$ cat src/rtl/merlin_mem_arbiter.sv
// rtl/merlin_mem_arbiter.sv - ifetch/data arbiter onto one pipelined memory port with in-order response routing
// Optional round-robin arbitration: define MERLIN_MEM_ARB_RR_EN (default build is fixed data priority).
module merlin_mem_arbiter #(
  parameter int C_OUTSTANDING_X = 2,
  parameter int C_XLEN          = 32
) (
  input  logic                       clk_i,
  input  logic                       reset_i,
  input  logic                       clk_en_i,
  input  logic                       ireqvalid_i,
  output logic                       ireqready_o,
  input  logic [1:0]                 ireqhpl_i,
  input  logic [C_XLEN-1:0]          ireqaddr_i,
  output logic                       irspvalid_o,
  input  logic                       irspready_i,
  output logic                       irsprerr_o,
  output logic [C_XLEN-1:0]          irspdata_o,
  input  logic                       dreqvalid_i,
  output logic                       dreqready_o,
  input  logic [1:0]                 dreqhpl_i,
  input  logic                       dreqwr_i,
  input  logic [C_XLEN/8-1:0]        dreqbe_i,
  input  logic [C_XLEN-1:0]          dreqaddr_i,
  input  logic [C_XLEN-1:0]          dreqwdata_i,
  output logic                       drspvalid_o,
  input  logic                       drspready_i,
  output logic                       drsprerr_o,
  output logic [C_XLEN-1:0]          drspdata_o,
  output logic                       mreqvalid_o,
  input  logic                       mreqready_i,
  output logic [1:0]                 mreqhpl_o,
  output logic                       mreqwr_o,
  output logic [C_XLEN/8-1:0]        mreqbe_o,
  output logic [C_XLEN-1:0]          mreqaddr_o,
  output logic [C_XLEN-1:0]          mreqwdata_o,
  input  logic                       mrspvalid_i,
  output logic                       mrspready_o,
  input  logic                       mrsprerr_i,
  input  logic [C_XLEN-1:0]          mrspdata_i,
  output logic [C_OUTSTANDING_X:0]   outstanding_o,
  output logic                       unexp_rsp_o
);

  localparam int DEPTH = 2**C_OUTSTANDING_X;
  localparam logic [C_OUTSTANDING_X:0] LEVEL_FULL = (C_OUTSTANDING_X+1)'(DEPTH);

  // Owner encoding: 0 = ifetch, 1 = data
  logic [DEPTH-1:0]           tag_q;
  logic [C_OUTSTANDING_X-1:0] wptr_q;
  logic [C_OUTSTANDING_X-1:0] rptr_q;
  logic [C_OUTSTANDING_X:0]   level_q;
  logic                       lock_q;
  logic                       grant_q;
  logic                       unexp_q;
`ifdef MERLIN_MEM_ARB_RR_EN
  logic                       last_q;
`endif

  logic act;
  logic full;
  logic empty;
  logic grant;
  logic req_valid;
  logic accept;
  logic head;
  logic pop;

  // Handshakes are suppressed while in reset or while the clock enable is low,
  // so nothing can be accepted in a cycle where the state would not record it.
  assign act   = clk_en_i & ~reset_i;
  assign full  = (level_q == LEVEL_FULL);
  assign empty = (level_q == '0);
  assign head  = tag_q[rptr_q];

  // Grant selection: a stalled request keeps its grant until accepted
  always_comb begin
    grant = dreqvalid_i;
    if (lock_q) begin
      grant = grant_q;
    end
`ifdef MERLIN_MEM_ARB_RR_EN
    else if (dreqvalid_i && ireqvalid_i) begin
      grant = ~last_q;
    end
`endif
  end

  // Request mux toward the memory port
  always_comb begin
    req_valid   = grant ? dreqvalid_i : ireqvalid_i;
    mreqvalid_o = act & req_valid & ~full;
    accept      = mreqvalid_o & mreqready_i;
    ireqready_o = accept & ~grant;
    dreqready_o = accept & grant;
    mreqhpl_o   = grant ? dreqhpl_i : ireqhpl_i;
    mreqwr_o    = grant & dreqwr_i;
    mreqbe_o    = grant ? dreqbe_i : '0;
    mreqaddr_o  = grant ? dreqaddr_i : ireqaddr_i;
    mreqwdata_o = grant ? dreqwdata_i : '0;
  end

  // Response routing by head tag; a stray response with no tag is drained
  always_comb begin
    irspvalid_o = act & mrspvalid_i & ~empty & ~head;
    drspvalid_o = act & mrspvalid_i & ~empty & head;
    mrspready_o = act & (empty ? 1'b1 : (head ? drspready_i : irspready_i));
    pop         = mrspvalid_i & mrspready_o & ~empty;
    irsprerr_o  = mrsprerr_i;
    drsprerr_o  = mrsprerr_i;
    irspdata_o  = mrspdata_i;
    drspdata_o  = mrspdata_i;
  end

  assign outstanding_o = level_q;
  assign unexp_rsp_o   = unexp_q;

  // Tag FIFO, grant lock and sticky error state
  always_ff @(posedge clk_i) begin
    if (reset_i) begin
      tag_q   <= '0;
      wptr_q  <= '0;
      rptr_q  <= '0;
      level_q <= '0;
      lock_q  <= 1'b0;
      grant_q <= 1'b1;
      unexp_q <= 1'b0;
`ifdef MERLIN_MEM_ARB_RR_EN
      last_q  <= 1'b0;
`endif
    end else if (clk_en_i) begin
      if (accept) begin
        tag_q[wptr_q] <= grant;
        wptr_q        <= wptr_q + 1'b1;
`ifdef MERLIN_MEM_ARB_RR_EN
        last_q        <= grant;
`endif
      end
      if (pop) begin
        rptr_q <= rptr_q + 1'b1;
      end
      if (accept && !pop) begin
        level_q <= level_q + 1'b1;
      end else if (!accept && pop) begin
        level_q <= level_q - 1'b1;
      end
      if (mreqvalid_o && !mreqready_i) begin
        lock_q  <= 1'b1;
        grant_q <= grant;
      end else if (accept) begin
        lock_q <= 1'b0;
      end
      if (mrspvalid_i && empty) begin
        unexp_q <= 1'b1;
      end
    end
  end

endmodule

$ cat config.mk
export PLATFORM = sky130hd
export DESIGN_NAME = merlin_mem_arbiter
export DESIGN_NICKNAME = d
export VERILOG_FILES = /design/src/rtl/merlin_mem_arbiter.sv
export SDC_FILE = /design/constraint.sdc
export NUM_CORES = 1
export LEC_CHECK = 0
export CORE_AREA = 10 10 105 107
export CTS_CLUSTER_SIZE = 20
export DETAILED_ROUTE_END_ITERATION = 8
export DIE_AREA = 0 0 115 117
export PLACE_DENSITY = 0.78
export SYNTH_ARGS = -nofsm -noshare
export SYNTH_HDL_FRONTEND = slang
export SYNTH_SLANG_ARGS = --single-unit
export TNS_END_PERCENT = 50
$ cat constraint.sdc
create_clock -name clk_i -period 6.3 [get_ports clk_i]
set_clock_uncertainty 0.2 [all_clocks]
set_input_delay 0.63 -clock clk_i [delete_from_list [all_inputs] [get_ports clk_i]]
set_output_delay 0.63 -clock clk_i [all_outputs]
set_load 0.02 [all_outputs]
# [Word level (Yosys, flattened, before mapping)]
# Cells that the tools add are included.
[word_totals] reg_bits=14 in_bits=147 out_inout_bits=147 elab_cells=68
[op_classes] addsub=4 n_lt_le_gt_ge=3 eq_ne=1 mux=17 n_bitwise=19 n_reduce_logical=17
[op_table] op="32-bit 2-to-1 mux" count=2
[op_table] op="1-bit AND" count=14
[op_table] op="2-bit AND reduction" count=6
[op_table] op="1-bit 2-to-1 mux" count=8
[op_table] op="2-bit by 3-bit < comparator with 1-bit output (second input constant)" count=2
[op_table] op="3-bit 2-to-1 mux" count=2
[op_table] op="1-bit logical AND" count=5
[op_table] op="1-bit NOT" count=5
[op_table] op="2-bit by 1-bit adder with 2-bit output (second input constant)" count=2
[op_table] op="4-bit bitwise mux" count=1
[op_table] op="4-bit 2-to-1 mux" count=1
[op_table] op="2-bit nonzero test" count=2
[op_table] op="3-bit by 1-bit adder with 3-bit output (second input constant)" count=1
[op_table] op="3-bit == test (second input constant)" count=1
[op_table] op="1-bit zero test" count=3
[op_table] op="3-bit zero test" count=1
[op_table] op="3-bit by 1-bit subtractor with 3-bit output (second input constant)" count=1
[op_table] op="1-bit binary-select mux with 2-bit select" count=1
[op_table] op="1-bit demux with 2-bit select" count=1
[op_table] op="2-bit by 1-bit greater-or-equal comparator with 1-bit output (second input constant)" count=1
[op_table] op="2-bit 2-to-1 mux" count=1

# [Longest topological paths before layout]
# Gate-level depths: netlist of the first run.
[logic_depth] word_depth=11 depth_mapped=12 depth_no_buf=10

# [Least setup slack after synthesis of the first run]
# No wires, ideal clock.
[synth_path] path_kind="input-to-reg" startpoint="input port clk_en_i" endpoint="register level_q[2] (netlist: outstanding_o[2])" arrival_ns=2.376 setup_slack_ns=3.593 cell_stages=12 path_buffers=2 path_cell_list="nor2b_2 -> o21a_1 -> clkbuf_2 -> and3_1 -> buf_6 -> ha_1 -> inv_1 -> fa_1 -> xnor2_1 -> nand2_1 -> xor2_1 -> nor2_1"
[synth_via] elab_chain_len=8 elab_cells_between_ends=14 cone_classes="mux: 1; bitwise: 7; reduce/logical: 6"
[synth_lines] item="from (decl)" line_no="9" rtl="input logic clk_en_i,"
[synth_lines] item="1-bit AND" line_no="70" rtl="assign act = clk_en_i & ~reset_i;"
[synth_lines] item="1-bit AND (on tied branches)" line_no="106, 91"
[synth_lines] item="1-bit AND (on tied branches)" line_no="107, 91"
[synth_lines] item="1-bit AND (on tied branches)" line_no="107, 92"
[synth_lines] item="1-bit zero test (on tied branches)" line_no="141, 143"
[synth_lines] item="1-bit logical AND (on tied branches)" line_no="141, 143"
[synth_lines] item="2-bit nonzero test (no line)"
[synth_lines] item="2-bit AND reduction (no line)"
[synth_lines] item="to (signal assigned)" line_no="142" rtl="level_q <= level_q + 1'b1;"
[synth_lines] item="to (signal assigned)" line_no="144" rtl="level_q <= level_q - 1'b1;"
[synth_lines] item="to (decl)" line_no="51" rtl="logic [C_OUTSTANDING_X:0] level_q;"
# Several ways; a longest one is shown, not always the timed one.
# A chain may end at the register's enable or synchronous reset.

# [Final worst setup path of the first run]
[layout_path] startpoint="input port reset_i" endpoint="output port dreqready_o"
[layout_via] elab_chain_len=6
[layout_lines] item="from (decl)" line_no="8" rtl="input logic reset_i,"
[layout_lines] item="1-bit NOT" line_no="70"
[layout_lines] item="1-bit AND" line_no="70"
[layout_lines] item="1-bit AND (2 in a row)" line_no="91" rtl="mreqvalid_o = act & req_valid & ~full;"
[layout_lines] item="1-bit AND" line_no="92" rtl="accept = mreqvalid_o & mreqready_i;"
[layout_lines] item="1-bit AND" line_no="94" rtl="dreqready_o = accept & grant;"
[layout_lines] item="to (decl)" line_no="19" rtl="output logic dreqready_o,"
# Every way passes these cells.

==> reports/results.txt, run 1 <==
Status -> finished clean
Routed vias/inst -> 4.34
Layout Cells excl Fill -> 464
Drt initial violations -> 81
H-tree depth -> 1
Worst skew pair latency -> 0.24 ns
Placed cell area -> 0.00357 mm2
Global Route Usage Sum -> 11.9%
Largest family of logic cells by synthesized area -> buffers and inverters
Seq/Total Area, Yosys -> 13.9%
Critical path class -> input port to output pin
DR WL/cell -> 19.8 um
Via count -> 2013
Fin. max-slew vios -> 0
Final Instance Area -> 0.00363 mm2
Register-to-register setup slack -> 3.45 ns
Lkg Pwr -> 1.30 nW
Max Cap Viol -> 0
Mux contribution to synthesized area -> 22.5%
CP max stage delay -> 0.70 ns
Arrival @ worst endpoint -> 3.29 ns
Post-CTS Setup Inserts -> 0
XOR/XNOR share of the synthesized area -> 1.31%
Setup Viol. Count Final -> 0
Pwr Density -> 129 mW/mm2
Commonest non-fill, non-tap cell in the layout -> clkdlybuf4s50_1
Final hold violations -> 0
Min cycle time layout -> 4.12 ns
IO Count -> 294
DRC -> 0
Compound-gate portion of the synthesized area -> 10.6%
Register bit total from synthesis -> 14
Syn nets -> 384
Simple-Gate Fraction of Synth Area -> 18.7%
Synth cell types -> 43
Unrepaired setup endpoints after global routing -> no
Fmax -> 0.243 GHz
Post-Synth Adder-Cell Area -> 4.11%
Worst-Margin Slew -> 0.598 ns
Crit-path cells -> clkdlybuf4s50_1 -> nor2b_2 -> o21a_1 -> and3_1 -> nor2b_1 -> clkdlybuf4s50_1
Most frequent cells in the layout -> 194 x clkdlybuf4s50_1, 39 x nor2b_1, 34 x mux2_2
Fill count -> 885
Fin Setup TNS -> 0 ns
CTS root buf -> clkbuf_8
Number of global-route vias before repair -> 2226
Port bufs -> 194
Die H -> 117 um
Post-CTS resize count -> 0
GRT overflow -> 0
Crit Path Max Fanout -> 13
Post-Synthesis Cells -> 231
WP buf/inv -> 2
Core area -> 0.00902 mm2
Hold Path Cell Cnt -> 2
Final worst path period share -> 65.4%
Ant. Diodes -> 0
Peak supply drop -> 71.0 uV
Largest net degree at the start of global routing -> 38
Startpoint Class -> input port
CP required -> 5.47 ns
Yosys warns -> 0
Post-CTS Hold Buffers -> 0
Initial Util -> 22.3%
FF/Latch Area -> 280 um2
Post-DP HPWL -> 8220 um
Asr flop ratio synth -> 0%
Placed insts -> 460
Initial antenna violation count -> 0
Nets -> 507
Hold_ws -> 0.276 ns
Clock sink count -> 14
First-pass GRT wire length -> 12700 um
Multi-input gate area -> 0.00116 mm2
Area Overhead vs Synth -> 80.5%
First-pass DRT Iterations -> 4
CP max-delay cell -> clkdlybuf4s50_1
# rows -> 35
RD Place Congestion -> 0.759
Crit-path most repeated cell -> clkdlybuf4s50_1
CTS tree -> yes
Die area -> 0.0135 mm2
Drt total wl -> 9170 um
Delay-heaviest family, CP -> buffers and inverters
Critical Path Stages -> 6
CTS Buffer Depth -> 2
Clock transition at path regs -> 0.06 ns
Mapped Area -> 0.00201 mm2
Worst slew margin -> 59.3%
Share of layout cells above drive strength 1 -> 15.6%
CP endpoint kind -> output pin
Post-synth EDFFs -> 0
Die span in x -> 115 um
Mapped Avg Cell Area -> 8.70 um2
Hold Crit Class -> flip-flop to flip-flop
Num CTS Buffers -> 3
Reg2Reg Depth -> 10
Antenna-violating nets left -> 0
Top FF cell, synth -> dfxtp_1
## final cells by class
| cell class | instances | share of cell area [%] |
|---|---|---|
| Sequential cell | 14 | 7.73 |
| Inverter | 5 | 0.517 |
| Tap cell | 111 | 3.83 |
| Clock buffer | 4 | 1.52 |
| Timing Repair Buffer | 196 | 54.3 |
| Multi-Input combinational cell | 134 | 32.1 |
## flip-flops by register name, indices dropped and copies added (netlist names)
name           flops
tag_q              4
outstanding_o      3
rptr_q             2
wptr_q             2
grant_q            1
lock_q             1
unexp_rsp_o        1
## synth_stat cells, drive strengths merged, types with 2 or more instances
cell	instances	area, um2
o21ai	2	10.0
nor2	9	33.8
and2	2	13.8
inv	5	18.8
dfxtp	14	280
xnor2	2	17.5
clkbuf	3	12.5
nand4	2	12.5
a21oi	3	15.0
a311oi	4	60.1
nand3	2	10.0
mux2i	4	47.6
buf	75	546
nor2b	40	253
o31ai	2	15.0
ha	5	62.6
and3	2	13.8
nand2	2	7.51
a31o	2	17.5
mux2	34	383
a41oi	4	35.0
## power breakdown
group	leakage (nW)	total [W]	switching, W	internal (W)
logic	1.15	0.000286	0.000120	0.000166
registers	0.114	0.0000953	0.00000381	0.0000915
clock network	0.0288	0.0000875	0.0000322	0.0000553
## metal layers
layer / track usage, % / part of all wire [%] / up-vias
met1: 11.7 / 33 / 891
met2: 21.1 / 52 / 133
li1: - / - / 963
met5: 0 / 0 / -
met4: 3.96 / 2.0 / 0
met3: 6.17 / 13 / 26
## logic make-up (layout without fill, tap and decap cells)
family | count (synthesis) | count (layout)
muxes | 39 | 39
xor gates and xnor gates | 3 | 3
DFF | 14 | 14
buffers and inverters | 83 | 205
adders and majority gates | 6 | 6
and+or+nand+nor | 63 | 63
AOI/OAI and AO/OA | 23 | 23
## worst min-delay path, cell delays in order (launching register included)
cell and delay (ns):
dfxtp_1 0.33, nor2_1 0.05, nor2_1 0.07
## through the flow
step                      utilization, %  setup WS, ns  total power (W)
final                               40.2          2.18         0.000469
after global routing                40.2          2.02         0.000495
after CTS                           40.2          2.19         0.000476
after detailed placement            39.6          2.19         0.000386
after global placement              39.6          2.26         0.000383
after floorplan                        -          3.59         0.000281
## final timing paths
kind | start | endpoint
worst min-delay path | unexp_rsp_o | unexp_rsp_o
worst max register to register | rptr_q[0] | outstanding_o[2]
worst max-delay path | reset_i | dreqready_o
worst min register to register | unexp_rsp_o | unexp_rsp_o
Note: power is estimated with default switching activity, not from simulation.
==> inputs of run 2 (changes only) <==
CORE_AREA = 10 10 106 108   (was 10 10 105 107)
DIE_AREA = 0 0 116 118   (was 0 0 115 117)
PLACE_DENSITY = 0.76   (was 0.78)
clock period = 4.2 ns   (was 6.3 ns; I/O delays follow)
==> run 2 against run 1 <==
Routed wire length rose by 14%. Register-to-register slack got worse by 2.2 ns. Combinational power rose by 51%. Global-route usage rose by 2.0 points.
==> reports/results.txt, run 2 (synthesized netlist as in run 1, its figures left out) <==
Clock sink count -> 14
Fill count -> 899
Post-CTS resize count -> 0
DRC -> 0
Drt initial violations -> 105
First-pass DRT Iterations -> 4
Met2 Use GR -> 26.0%
Number of global-route vias before repair -> 2229
Worst slew margin -> 69.2%
Drt total wl -> 10400 um
Die span in x -> 116 um
First-pass GRT wire length -> 14600 um
Peak supply drop -> 78.8 uV
Worst skew pair latency -> 0.24 ns
GR peak layer -> met2
CTS root buf -> clkbuf_8
Hold Crit Class -> flip-flop to flip-flop
Area Overhead vs Synth -> 80.0%
Fin. max-slew vios -> 0
Clock transition at path regs -> 0.05 ns
Initial Util -> 22.1%
Via count -> 2038
Crit Path Max Fanout -> 10
Lkg Pwr -> 1.29 nW
Die area -> 0.0137 mm2
Startpoint Class -> input port
Status -> finished clean
Post-CTS Setup Inserts -> 0
Met1 GRT Util -> 12.9%
Placed insts -> 462
GRT overflow -> 0
Share of layout cells above drive strength 1 -> 15.8%
Nets -> 509
H-tree depth -> 1
Arrival @ worst endpoint -> 2.75 ns
CP required -> 3.58 ns
Ant. Diodes -> 0
Num CTS Buffers -> 3
Post-CTS Hold Buffers -> 0
Worst-Margin Slew -> 0.462 ns
Largest net degree at the start of global routing -> 40
Max Cap Viol -> 0
CTS tree -> yes
CP endpoint kind -> output pin
Pwr Density -> 189 mW/mm2
Port bufs -> 194
Routed vias/inst -> 4.38
DR WL/cell -> 22.4 um
Core area -> 0.00911 mm2
Antenna-violating nets left -> 0
IO Count -> 294
Max FFs per register -> 4
Final hold violations -> 0
Final worst path period share -> 80.3%
Met3 usage -> 7.80%
Unrepaired setup endpoints after global routing -> no
Post-DP HPWL -> 9300 um
Most flop-heavy register -> tag_q
Layout Cells excl Fill -> 465
Global Route Usage Sum -> 13.9%
# rows -> 35
Most frequent cells in the layout -> 194 x clkdlybuf4s50_1, 39 x nor2b_1, 34 x mux2_2
CTS Buffer Depth -> 2
Commonest non-fill, non-tap cell in the layout -> clkdlybuf4s50_1
RD Place Congestion -> 0.781
Setup Viol. Count Final -> 0
Fin Setup TNS -> 0 ns
Initial antenna violation count -> 0
Fmax -> 0.297 GHz
Critical path class -> input port to output pin
Die H -> 118 um
Min cycle time layout -> 3.37 ns
run 2: path summary, 6_finish.rpt:
check	startpoint	endpoint	slack, ns	cells past startpoint
worst min register to register	unexp_rsp_o	unexp_rsp_o	0.29	2
worst min-delay path	unexp_rsp_o	unexp_rsp_o	0.29	2
worst max register to register	rptr_q[0]	outstanding_o[2]	1.30	10
worst max-delay path	clk_en_i	ireqready_o	0.83	7
run 2: where the power goes:
part	total, W	leakage, nW	internal [W]	switching, W
registers	0.000143	0.114	0.000137	0.00000565
clock network	0.000106	0.0216	0.0000633	0.0000432
logic	0.000433	1.16	0.000248	0.000185
total	0.000682	1.29	0.000448	0.000234
run 2: critical path, cell delays in order:
cell	delay, ns
clkdlybuf4s50_1	0.50
nor2b_2	0.23
o21a_1	0.33
and3_1	0.32
buf_4	0.19
and2_1	0.13
clkdlybuf4s50_1	0.62
run 2: layer usage:
metal	part of all wire, %	vias to the layer above
li1	-	962
met1	32	891
met2	52	174
met3	15	11
met4	0.73	0
met5	0	-
run 2: metrics by stage:
stage | power (W) | worst slack, ns | utilization (%) | hold slack [ns] | cell area, um2
2_1_floorplan | 0.000422 | 1.58 | - | 0.248 | 2010
3_3_place_gp | 0.000579 | 0.913 | 39.2 | 0.254 | 3570
3_5_place_dp | 0.000583 | 0.861 | 39.2 | 0.283 | 3570
4_1_cts | 0.000693 | 0.842 | 39.7 | 0.291 | 3620
5_1_grt | 0.000717 | 0.684 | 39.7 | 0.316 | 3620
6_report | 0.000682 | 0.828 | 39.7 | 0.293 | 3620
run 2: layout make-up:
class / count / area, um2 / area share, %
clock buffer: 3 / 41.3 / 1.14
tap: 111 / 139 / 3.84
inverter: 5 / 18.8 / 0.519
multi-input combinational: 134 / 1160 / 32.2
sequential: 14 / 280 / 7.75
timing repair buffer: 198 / 1970 / 54.5
